<file path="src/rtl/divider_ctrl.sv">
// Run-time controller for the counter-based clock divider: takes half-period and
// burst-length configuration, then starts, stops and re-ratios a registered O_CLK.
module divider_ctrl #(
  parameter int W        = 16,
  parameter int CW       = 8,
  parameter int DEF_HALF = 10
) (
  input  logic          I_CLK,
  input  logic          rst_n,
  input  logic          start,
  input  logic          stop,
  input  logic          cfg_valid,
  output logic          cfg_ready,
  input  logic [W-1:0]  cfg_half,
  input  logic [CW-1:0] cfg_cycles,
  output logic          O_CLK,
  output logic          busy,
  output logic          done,
  output logic [CW-1:0] period_cnt,
  output logic [1:0]    o_dbg_state
);

  // Config port: a transfer happens on a rising edge where cfg_valid && cfg_ready.
  // cfg_ready is low only while a shadowed config waits for a period boundary.

  typedef enum logic [1:0] {
    S_IDLE     = 2'd0,
    S_RUN      = 2'd1,
    S_STOPPING = 2'd2,
    S_DONE     = 2'd3
  } state_t;

  localparam logic [W-1:0]  HALF_RST = W'(DEF_HALF);
  localparam logic [W-1:0]  ONE_W    = W'(1);
  localparam logic [CW-1:0] ONE_C    = CW'(1);

  state_t        r_state;
  state_t        w_state_next;
  logic          r_clk;
  logic [W-1:0]  r_cnt;
  logic [CW-1:0] r_period_cnt;
  logic [W-1:0]  r_half;
  logic [CW-1:0] r_cycles;
  logic          r_pending;
  logic [W-1:0]  r_sh_half;
  logic [CW-1:0] r_sh_cycles;

  logic          w_cfg_fire;
  logic [W-1:0]  w_cfg_half_eff;
  logic          w_active;
  logic          w_toggle;
  logic          w_fall;
  logic [CW-1:0] w_period_next;
  logic          w_burst_end;
  logic          w_leaving;

  assign w_cfg_fire     = cfg_valid && !r_pending;
  assign w_cfg_half_eff = (cfg_half == '0) ? ONE_W : cfg_half;
  assign w_active       = (r_state == S_RUN) || (r_state == S_STOPPING);
  assign w_toggle       = w_active && (r_cnt == r_half - ONE_W);
  assign w_fall         = w_toggle && r_clk;
  assign w_period_next  = (&r_period_cnt) ? r_period_cnt : r_period_cnt + ONE_C;
  assign w_burst_end    = w_fall && (r_cycles != '0) && (w_period_next == r_cycles);
  // A config landing on the run's final edge must not strand in the shadow.
  assign w_leaving      = w_fall && ((w_state_next == S_IDLE) || (w_state_next == S_DONE));

  always_comb begin
    w_state_next = r_state;
    case (r_state)
      S_IDLE: begin
        if (start) w_state_next = S_RUN;
      end
      S_RUN: begin
        if (w_burst_end)  w_state_next = S_DONE;
        else if (stop)    w_state_next = S_STOPPING;
      end
      S_STOPPING: begin
        if (w_burst_end)  w_state_next = S_DONE;
        else if (w_fall)  w_state_next = S_IDLE;
      end
      S_DONE: begin
        w_state_next = S_IDLE;
      end
      default: w_state_next = S_IDLE;
    endcase
  end

  always_ff @(posedge I_CLK or negedge rst_n) begin
    if (!rst_n) begin
      r_state      <= S_IDLE;
      r_clk        <= 1'b0;
      r_cnt        <= '0;
      r_period_cnt <= '0;
    end else begin
      r_state <= w_state_next;
      if (w_toggle)       r_clk <= ~r_clk;
      else if (!w_active) r_clk <= 1'b0;
      if (!w_active || w_toggle) r_cnt <= '0;
      else                       r_cnt <= r_cnt + ONE_W;
      if ((r_state == S_IDLE) && start) r_period_cnt <= '0;
      else if (w_fall)                  r_period_cnt <= w_period_next;
    end
  end

  // half_r only changes on a falling toggle while running, so no phase is cut short.
  always_ff @(posedge I_CLK or negedge rst_n) begin
    if (!rst_n) begin
      r_half      <= HALF_RST;
      r_cycles    <= '0;
      r_pending   <= 1'b0;
      r_sh_half   <= HALF_RST;
      r_sh_cycles <= '0;
    end else begin
      if (w_cfg_fire && (!w_active || w_leaving)) begin
        r_half   <= w_cfg_half_eff;
        r_cycles <= cfg_cycles;
      end else if (w_fall && r_pending) begin
        r_half   <= r_sh_half;
        r_cycles <= r_sh_cycles;
      end
      if (w_cfg_fire && w_active && !w_leaving) begin
        r_sh_half   <= w_cfg_half_eff;
        r_sh_cycles <= cfg_cycles;
        r_pending   <= 1'b1;
      end else if (w_fall) begin
        r_pending <= 1'b0;
      end
    end
  end

  assign cfg_ready   = !r_pending;
  assign O_CLK       = r_clk;
  assign busy        = (r_state != S_IDLE);
  assign done        = (r_state == S_DONE);
  assign period_cnt  = r_period_cnt;
  assign o_dbg_state = r_state;

endmodule

</file>
<file path="config.mk">
export PLATFORM = sky130hd
export DESIGN_NAME = divider_ctrl
export DESIGN_NICKNAME = d
export VERILOG_FILES = /design/src/rtl/divider_ctrl.sv
export SDC_FILE = /design/constraint.sdc
export NUM_CORES = 1
export LEC_CHECK = 0
export ABC_AREA = 1
export CAP_MARGIN = 20
export CORE_MARGIN = 2
export CORE_UTILIZATION = 35
export DETAILED_ROUTE_END_ITERATION = 16
export PLACE_DENSITY = 0.62
export SLEW_MARGIN = 20
export SYNTH_ARGS = -nofsm -noshare
export SYNTH_HDL_FRONTEND = slang
export SYNTH_SLANG_ARGS = --single-unit
</file>
<file path="constraint.sdc">
create_clock -name I_CLK -period 6 [get_ports I_CLK]
set_input_delay 0.9 -clock I_CLK [delete_from_list [all_inputs] [get_ports I_CLK]]
set_output_delay 0.9 -clock I_CLK [all_outputs]
set_load 0.02 [all_outputs]
</file>
==> metrics.md, run 1 <==
| Metric | Value |
|---|---|
| Final setup viols | `0` |
| Post-synth top flop | `dfrtp_1` |
| Final hold violation count | `0` |
| Post-route minimum period | `between 3 and 4 ns` |
| H-tree levels | `3` |
| Slew headroom | `about a third` |
| Starting Density | `~36%` |
| Routed WL per cell | `11.8 um` |
| Max-cap viol count | `0` |
| Period utilization | `63.1%` |
| Pint | `between 0.9 and 1 mW` |
| Critical path class | `register to register` |
| CTS tree | `yes` |
| Clock tree buffer depth | `2` |
| Top cell by count, worst path | `nand2_1` |
| Total vias in the final route | `4,422` |
| Clk sinks | `76` |
| IO Port Bufs | `between 40 and 50` |
| Core Util, Final | `a little over two fifths` |
| Clk pwr share | `41.7%` |
| CP max FO | `48` |
| CP max stage delay | `0.66 ns` |
| Sequential share of the synthesized area | `a little under 40%` |
| Place WS | `about 2.2 ns` |
| Final hold slack | `0.479 ns` |
| Setup slack after layout | `roughly 2.2 ns` |
| Synth Warn # | `0` |
| Pin count of the biggest net entering global routing | `77` |
| CP Data Required Time | `6.23 ns` |
| Final ANT Viol Nets | `0` |
| Critical Path Source Type | `register` |
| Setup TNS | `0 ns` |
| Nets@finish | `just under 800` |
| Cell Area, Synth | `around 5000 um2` |
| Leakage power | `around 2.7 nW` |
| Number of stages on the worst setup path | `25` |
| Final HPWL DP | `just over 8000 um` |
| Net switching power | `between 0.4 and 0.5 mW` |
| Fmax | `between 200 and 300 MHz` |
| Synth area leader | `dfrtp_1` |
| Synth Instances | `between 700 and 800` |
| Post-synth ARST share | `100%` |
| Worst-path clk slew | `0.06 ns` |
| Num CTS Buffers | `9` |
| GRT Overall Usage | `about 16%` |
| Drt initial violations | `194` |
| Placed Cells | `923` |
| Power share of the combinational group | `between 15 and 20%` |
| CP delay by family, top | `simple AND/OR/NAND/NOR gates` |
| Worst endpoint data arrival time | `between 4 and 5 ns` |
| Commonest non-fill, non-tap cells in the layout | `254 x nand2_1, 89 x inv_1, 85 x nand3_1` |
| Initial antenna violation count | `0` |
| Tightest Pin Transition | `a little under 1 ns` |
| Slowest CP cell | `nand2_2` |
| Top area cells in the synthesized netlist | `dfrtp_1 37%, nand2_1 19%, nand3_1 8.7%` |
| Run status | `finished, final reports clean` |
| Gpl congestion | `between 0.9 and 1` |
| Syn avg cell area | `just under 7 um2` |
| Vias in the first global route | `a little over 4,000` |
| Die Wd | `122 um` |
| Clock Latency Late Sink | `0.34 ns` |
| Synth unique cells | `37` |
| Total grt overflow | `0` |
| Worst VDD drop | `about 0.11 mV` |
| Core Footprint | `approximately 14,000 um2` |
| Sequential share of power | `about two fifths` |
| DRT Pass-1 Iters | `5` |
| # rows | `43` |
| Synth Net Count | `around 760` |
| CP bufs+invs | `3` |
| Hold Crit Depth | `2` |
| Worst hold path type | `register to register` |
| Post-CTS setup buffer count | `0` |
| Post-DR vias/cell | `about 4.7` |
| Pwr/cell area | `between 200 and 250 nW/um2` |
| CTS root buf | `clkbuf_16` |
| Die Height | `122 um` |
| Layout cells sized above 1 | `between 6 and 7%` |
| Synthesized flop and latch total | `76` |
| Ant. Diodes | `0` |
| Die ar. | `approximately 15,000 um2` |
| Layout area overhead | `17.6%` |
| Final slew viol count | `0` |
| Clock skew | `0.00773 ns` |
| WL final | `~11,000 um` |
| Cts hold-fix bufs | `0` |
| Setup crit end kind | `register` |
| Leading cell type in the layout, fill and taps excluded | `nand2_1` |
| RSZ-0062 raised after global routing | `no` |
| First-pass GRT wire length | `approximately 20,000 um` |
| Switching Fraction | `between 20 and 30%` |
| Non-Filler Instances | `between 900 and 1,000` |
| Post-CTS Resized | `0` |
| Remaining DRCs | `0` |
| Reg2Reg Depth | `25` |
| Top Ports | `43` |
| Post-synth EDFFs | `0` |
| Synth top area share | `between 30% and 40%` |
## state kept, by name, indices dropped and copies added (netlist names)
register and cells:
o_dbg_state 2, r_sh_half 16, r_half 16, r_pending 1, r_cycles 8, period_cnt 8
O_CLK 1, r_cnt 16, r_sh_cycles 8
## cells by family (layout without fill, tap and decap cells)
kind of cell,Yosys count,in the layout,synth area share [%]
compound gates,52,52,5.86
xor+xnor,20,20,3.57
fa+ha+maj,8,8,2.04
buf+inv,114,154,9.53
flops,76,76,38.8
simple gates,449,449,40.2
## layer usage
layer,GRT usage (%),vias to the layer above,wire [um]
li1,-,2335,-
met1,23.7,1987,5800
met2,24.4,88,4730
met3,2.74,12,398
met4,6.25,0,189
met5,0,-,0
## worst reg2reg max path, stage by stage (launching register included)
cell and delay [ns]:
dfstp_2 0.55, inv_1 0.06, ha_1 0.28, inv_1 0.04, nand2_1 0.04, nand2_1 0.05
nor2_1 0.22, nand2_1 0.08, nor2_1 0.10, nand2_1 0.07, nor2_1 0.11, nand3_2 0.11
nor3_4 0.24, nand3_2 0.13, nand2_1 0.08, nand2_1 0.05, nand3_1 0.08, nand2_1 0.07
inv_1 0.07, nand2_1 0.06, nand3_2 0.08, nand2_4 0.16, nand2_2 0.66, nand2_1 0.13
nand2_1 0.10, nand2_1 0.05
## through the flow
| step | power [mW] | cell area [um2] |
|---|---|---|
| 2_1_floorplan | 0.741 | 4910 |
| 3_5_place_dp | 0.837 | 5460 |
| 3_3_place_gp | 0.842 | 5460 |
| 4_1_cts | 1.43 | 5770 |
| 5_1_grt | 1.49 | 5770 |
| 6_report | 1.42 | 5770 |
## layout make-up
cell class	count	area [um2]
inverter	94	353
sequential	76	1910
timing repair buffer	44	433
clock inverter	4	72.6
fill	1461	8000
tap	180	225
clock buffer	12	246
multi-input combinational	529	2540
## power groups by stage
stage | clock network (mW) | logic [mW] | registers [mW]
2_1_floorplan | 0 | 0.187 | 0.555
3_3_place_gp | 0 | 0.289 | 0.554
3_5_place_dp | 0 | 0.284 | 0.553
4_1_cts | 0.603 | 0.284 | 0.544
5_1_grt | 0.623 | 0.321 | 0.546
6_report | 0.591 | 0.282 | 0.544
## synth_stat cells, types with 5 or more instances
master and n:
nand4_1 7, nand2_1 254, xnor2_1 9, a21oi_1 6
clkbuf_1 10, xor2_1 11, nand3b_1 6, o21ai_2 5
dfrtp_1 72, nor3_1 10, nor4_1 5, inv_1 89
nor3b_1 6, o21ai_1 7, nor2_1 58, o21ai_0 31
ha_1 8, nand3_1 85
## worst paths after layout
kind / start / to / slack (ns)
worst max-delay path: r_half[1] / r_half[11] / 2.21
worst min-delay path: r_sh_cycles[1] / r_sh_cycles[1] / 0.48
worst max register to register: r_half[1] / r_half[11] / 2.21
worst min register to register: r_sh_cycles[1] / r_sh_cycles[1] / 0.48
max in group asynchronous: rst_n / r_cnt[13] / 4.64
min in group asynchronous: rst_n / r_sh_half[14] / 0.70
Power figures use the tool's default switching activity.
==> inputs of run 2 (changes only) <==
- clock period: 6 -> 3.65 ns (I/O delays scaled with it)
==> run 2 against run 1 <==
First-iteration DRC count is 16% higher. Cell area is 2.3% higher. Hold slack worse by 0.37 ns. Worst setup slack worse by 1.9 ns. Register-to-register slack worse by 1.9 ns. Sequential share of layout area is 0.73 points lower. Critical path depth is 1 higher. Clock-buffer cell count is 1 lower. Clock skew is 0.0029 ns higher. Total power is 69% higher. Global-route usage is 0.52 points higher. Critical path type unchanged. Critical endpoint is now r_half[13]. Largest cell class unchanged. Largest power group unchanged.
==> metrics.md, run 2 (synthesis gave the netlist of run 1 again) <==
| Metric | Value |
|---|---|
| Largest regs | `r_cnt x16, r_half x16, r_sh_half x16` |
| Nets@finish | `798` |
| Worst hold path type | `primary input to async pin` |
| Total vias in the final route | `between 4,000 and 5,000` |
| Initial antenna violation count | `0` |
| Total Power | `roughly 2.4 mW` |
| Max-cap viol count | `0` |
| Ant. Diodes | `0` |
| Final HPWL DP | `between 8000 and 9000 um` |
| Clock tree buffer depth | `2` |
| Routed WL per cell | `12.2 um` |
| Total grt overflow | `0` |
| Gpl congestion | `roughly 0.9` |
| Starting Density | `a little over a third` |
| Die Wd | `122 um` |
| Pwr/cell area | `slightly above 400 nW/um2` |
| Place WS | `0.275 ns` |
| Post-DR vias/cell | `around 4.8` |
| Period utilization | `roughly 90%` |
| Final slew viol count | `0` |
| Slew headroom | `approximately 48%` |
| Clock Latency Late Sink | `0.35 ns` |
| Core Util, Final | `between 40% and 50%` |
| Layout area overhead | `20.3%` |
| Run status | `finished, final reports clean` |
| Num CTS Buffers | `9` |
| Leading cell type in the layout, fill and taps excluded | `nand2_1` |
| Commonest non-fill, non-tap cells in the layout | `254 x nand2_1, 89 x inv_1, 85 x nand3_1` |
| First-pass GRT wire length | `roughly 20,000 um` |
| Top Ports | `43` |
| Final hold violation count | `0` |
| Fmax | `304 MHz` |
| Critical path class | `register to register` |
| Final ANT Viol Nets | `0` |
| Setup slack after layout | `approximately 0.36 ns` |
| IO Port Bufs | `42` |
| Clock skew | `about 0.011 ns` |
| Worst-path clk slew | `0.06 ns` |
| Drt initial violations | `around 230` |
| Critical Path Source Type | `register` |
| GRT Overall Usage | `around 17%` |
| Worst endpoint data arrival time | `~3.5 ns` |
| WL final | `11,500 um` |
| Setup crit end kind | `register` |
| Final setup viols | `0` |
| Leakage power | `around 2.8 nW` |
| Vias in the first global route | `4,200` |
| Tightest Pin Transition | `slightly below 0.8 ns` |
| RSZ-0062 raised after global routing | `no` |
| Remaining DRCs | `0` |
| Die ar. | `between 10,000 and 15,000 um2` |
| # rows | `43` |
| Die Height | `between 100 and 150 um` |
| DRT Pass-1 Iters | `5` |
| Critical path startpoint | `r_half[1]` |
| Setup TNS | `0 ns` |
| Worst VDD drop | `between 0.2 and 0.25 mV` |
| CTS root buf | `clkbuf_16` |
| CP max FO | `19` |
| Worst r2r src | `r_half[1]` |
| Pin count of the biggest net entering global routing | `just under 80` |
| Layout cells sized above 1 | `approximately 7%` |
| Clk sinks | `76` |
| CTS tree | `yes` |
| H-tree levels | `3` |
| Core Footprint | `around 14,000 um2` |
| CP Data Required Time | `~3.9 ns` |
| Post-route minimum period | `3.29 ns` |
[run 2: timing repair]
action / in CTS / in global routing
hold buffers: 0 / 0
resized for setup: 0 / 2
endpoints found under the setup margin: 0 / 19
setup buffers: 0 / 0
[run 2: through the flow]
stage	cells	hold WS [ns]	area (um2)
floorplan	719	0.252	4910
global placement	928	0.465	5520
detailed placement	928	0.467	5520
CTS	944	0.407	5840
global route	946	0.123	5900
finish	946	0.106	5900
[run 2: critical path: stages, from the launching register on]
cell	delay, ns
dfstp_2	0.56
inv_1	0.06
ha_1	0.30
inv_1	0.04
nand2_1	0.05
nand2_1	0.05
nor2_1	0.20
nand2_1	0.08
nor2_1	0.09
nand2_1	0.07
nor2_1	0.11
nand3_2	0.10
nor3_4	0.25
nand3_2	0.13
nand2_1	0.08
nand2_1	0.04
nand3_1	0.07
nand2_1	0.06
inv_1	0.07
nand2_1	0.06
nand3_2	0.08
nand2_4	0.06
nand2_4	0.15
buf_12	0.19
nand2_1	0.06
nand2_1	0.06
nand2_1	0.05
[run 2: report_power, final]
group | total (mW) | switching (mW) | leakage (nW) | internal (mW)
clock | 0.984 | 0.363 | 0.156 | 0.621
sequential | 0.894 | 0.0292 | 0.923 | 0.865
combinational | 0.514 | 0.333 | 1.74 | 0.181
total | 2.39 | 0.725 | 2.82 | 1.67
[run 2: worst paths after layout]
path	end	slack (ns)	depth (start not counted)
worst min register to register	r_sh_cycles[2]	0.48	2
min in group I_CLK	r_sh_cycles[2]	0.48	2
max in group asynchronous	r_half[3]	2.93	2
worst max-delay path	r_half[13]	0.36	26
worst min-delay path	r_sh_half[10]	0.11	1
worst max register to register	r_half[13]	0.36	26
[run 2: area by class of cell]
class / instances / area [um2]
fill: 1488 / 7870
multi-input combinational: 529 / 2540
sequential: 76 / 1910
timing repair buffer: 51 / 552
inverter: 94 / 353
clock buffer: 11 / 243
tap: 180 / 225
clock inverter: 5 / 85.1
[run 2: layer usage]
layer  up-vias  track usage (%)  share of wire, %
met5         -                0                 0
met4         0             6.97               1.7
met3        11             2.70               2.8
met2        72             25.4                44
met1      2056             24.2                52
li1       2367                -                 -
==> inputs of run 3 (changes only) <==
- clock period: 3.65 -> 3.93 ns (I/O delays scaled with it)
==> run 3 against run 2 <==
Clock-buffer cell count grew 1. Final cell count fell by 0.32%. Clock power shrank 22%. Sequential power shrank 7.2%. Combinational power decreased by 14%. Register-to-register slack gained 0.09 ns. Worst setup slack better by 0.086 ns. Total power down 15%. Routed wire length decreased by 1.4%. Hold slack better by 0.038 ns. Flip-flop and latch count stayed put. Die area unchanged. Critical path type unchanged. Largest cell class unchanged. Largest power group is now sequential cells.
==> metrics.md, run 3 (synthesis gave the netlist of run 1 again) <==
| Metric | Value |
|---|---|
| H-tree levels | `3` |
| Switching Fraction | `a little under a third` |
| Routed WL per cell | `roughly 12 um` |
| Largest regs | `r_cnt x16, r_half x16, r_sh_half x16` |
| Net switching power | `about 0.65 mW` |
| CP Data Required Time | `between 4 and 5 ns` |
| Pint | `approximately 1.4 mW` |
| Vias in the first global route | `between 4,000 and 5,000` |
| Die ar. | `~15,000 um2` |
| CTS root buf | `clkbuf_16` |
| Post-route minimum period | `between 3 and 4 ns` |
| Nets@finish | `between 700 and 800` |
| Post-CTS Resized | `0` |
| RSZ-0062 raised after global routing | `no` |
| Clock tree buffer depth | `2` |
| Clock Latency Late Sink | `between 0.3 and 0.4 ns` |
| Final HPWL DP | `8280 um` |
| Post-DR vias/cell | `between 4 and 5` |
| Ant. Diodes | `0` |
| Clk pwr share | `37.7%` |
| Critical Path Source Type | `register` |
| Core Footprint | `approximately 14,000 um2` |
| Clk sinks | `between 70 and 80` |
| Pwr/cell area | `around 350 nW/um2` |
| Die Wd | `between 100 and 150 um` |
| Final setup viols | `0` |
| Fmax | `about 290 MHz` |
| Clock skew | `~0.0068 ns` |
| CP max FO | `43` |
| First-pass GRT wire length | `20,000 um` |
| Power share of the combinational group | `between 20% and 30%` |
| Layout cells sized above 1 | `around 6.6%` |
| Placed Cells | `a little over 900` |
| Core Util, Final | `around 42%` |
| IO Port Bufs | `42` |
| Max-cap viol count | `0` |
| Total vias in the final route | `between 4,000 and 5,000` |
| Critical path class | `register to register` |
| Remaining DRCs | `0` |
| Final hold violation count | `0` |
| Setup TNS | `0 ns` |
| Pin count of the biggest net entering global routing | `between 70 and 80` |
| Gpl congestion | `roughly 0.86` |
| Initial antenna violation count | `0` |
| DRT Pass-1 Iters | `5` |
| Non-Filler Instances | `943` |
| # rows | `43` |
| Slew headroom | `between 40% and 50%` |
| Sequential share of power | `40.7%` |
| Die Height | `around 120 um` |
| Setup slack after layout | `0.441 ns` |
| Total grt overflow | `0` |
| Commonest non-fill, non-tap cells in the layout | `254 x nand2_1, 89 x inv_1, 85 x nand3_1` |
| Top Ports | `43` |
| GRT Overall Usage | `16.7%` |
| Run status | `finished, final reports clean` |
| CTS tree | `yes` |
| Leading cell type in the layout, fill and taps excluded | `nand2_1` |
| Leakage power | `about 2.7 nW` |
| Final hold slack | `between 0.1 and 0.15 ns` |
| Cts hold-fix bufs | `0` |
| Worst hold path type | `primary input to async pin` |
| Place WS | `approximately 0.44 ns` |
| Setup crit end kind | `register` |
| Starting Density | `a little over a third` |
| WL final | `~11,000 um` |
| Worst endpoint data arrival time | `approximately 3.7 ns` |
| Final slew viol count | `0` |
| Period utilization | `88.8%` |
| Drt initial violations | `around 200` |
| Worst VDD drop | `about 0.2 mV` |
| Num CTS Buffers | `9` |
| Final ANT Viol Nets | `0` |
| Worst-path clk slew | `approximately 0.060 ns` |
| Tightest Pin Transition | `~0.8 ns` |
| Layout area overhead | `17.9%` |
| Post-CTS setup buffer count | `0` |
## run 3: layout make-up
cell class | instances | area, um2
Clock buffer | 12 | 246
Clock inverter | 4 | 25.0
Fill cell | 1457 | 7990
Inverter | 94 | 353
Multi-Input combinational cell | 529 | 2530
Sequential cell | 76 | 1910
Tap cell | 180 | 225
Timing Repair Buffer | 48 | 495
## run 3: path summary, 6_finish.rpt
path	startpoint	end	slack, ns	depth (start not counted)
setup reg to reg	r_half[1]	r_half[0]	0.44	26
max in group asynchronous	rst_n	r_sh_half[3]	3.16	2
setup / recovery	r_half[1]	r_half[0]	0.44	26
min in group I_CLK	r_sh_cycles[2]	r_sh_cycles[2]	0.48	2
hold reg to reg	r_sh_cycles[2]	r_sh_cycles[2]	0.48	2
hold / removal	rst_n	r_sh_half[13]	0.14	1
## run 3: power by group through the flow
stage	registers (mW)	logic, mW	clock network, mW
detailed placement	0.843	0.448	0
finish	0.830	0.443	0.769
floorplan	0.847	0.285	0
global route	0.835	0.504	0.819
global placement	0.844	0.445	0
CTS	0.830	0.452	0.792
## run 3: stage by stage
stage / power (mW) / instance area, um2
floorplan: 1.13 / 4910
global placement: 1.29 / 5490
detailed placement: 1.29 / 5490
CTS: 2.07 / 5760
global route: 2.16 / 5790
finish: 2.04 / 5790
## run 3: worst max-delay path: stages (launching register included)
cell and delay, ns:
dfstp_2 0.56, inv_1 0.06, ha_1 0.30, inv_1 0.05, nand2_1 0.05, nand2_1 0.05, nor2_1 0.18, nand2_1 0.08
nor2_1 0.09, nand2_1 0.07, nor2_1 0.11, nand3_2 0.11, nor3_4 0.24, nand3_2 0.13, nand2_1 0.09, nand2_1 0.05
nand3_1 0.07, nand2_1 0.06, inv_1 0.07, nand2_1 0.06, nand3_2 0.08, nand2_4 0.17, nand2_2 0.20, buf_12 0.22
nand2_1 0.07, nand2_1 0.09, nand2_1 0.05
## run 3: layer usage
metal | share of wire, % | vias up | global-route usage [%]
met3 | 2.8 | 13 | 2.60
met2 | 43 | 65 | 24.7
met4 | 1.7 | 0 | 6.54
met5 | 0 | - | 0
li1 | - | 2344 | -
met1 | 52 | 2033 | 24.3
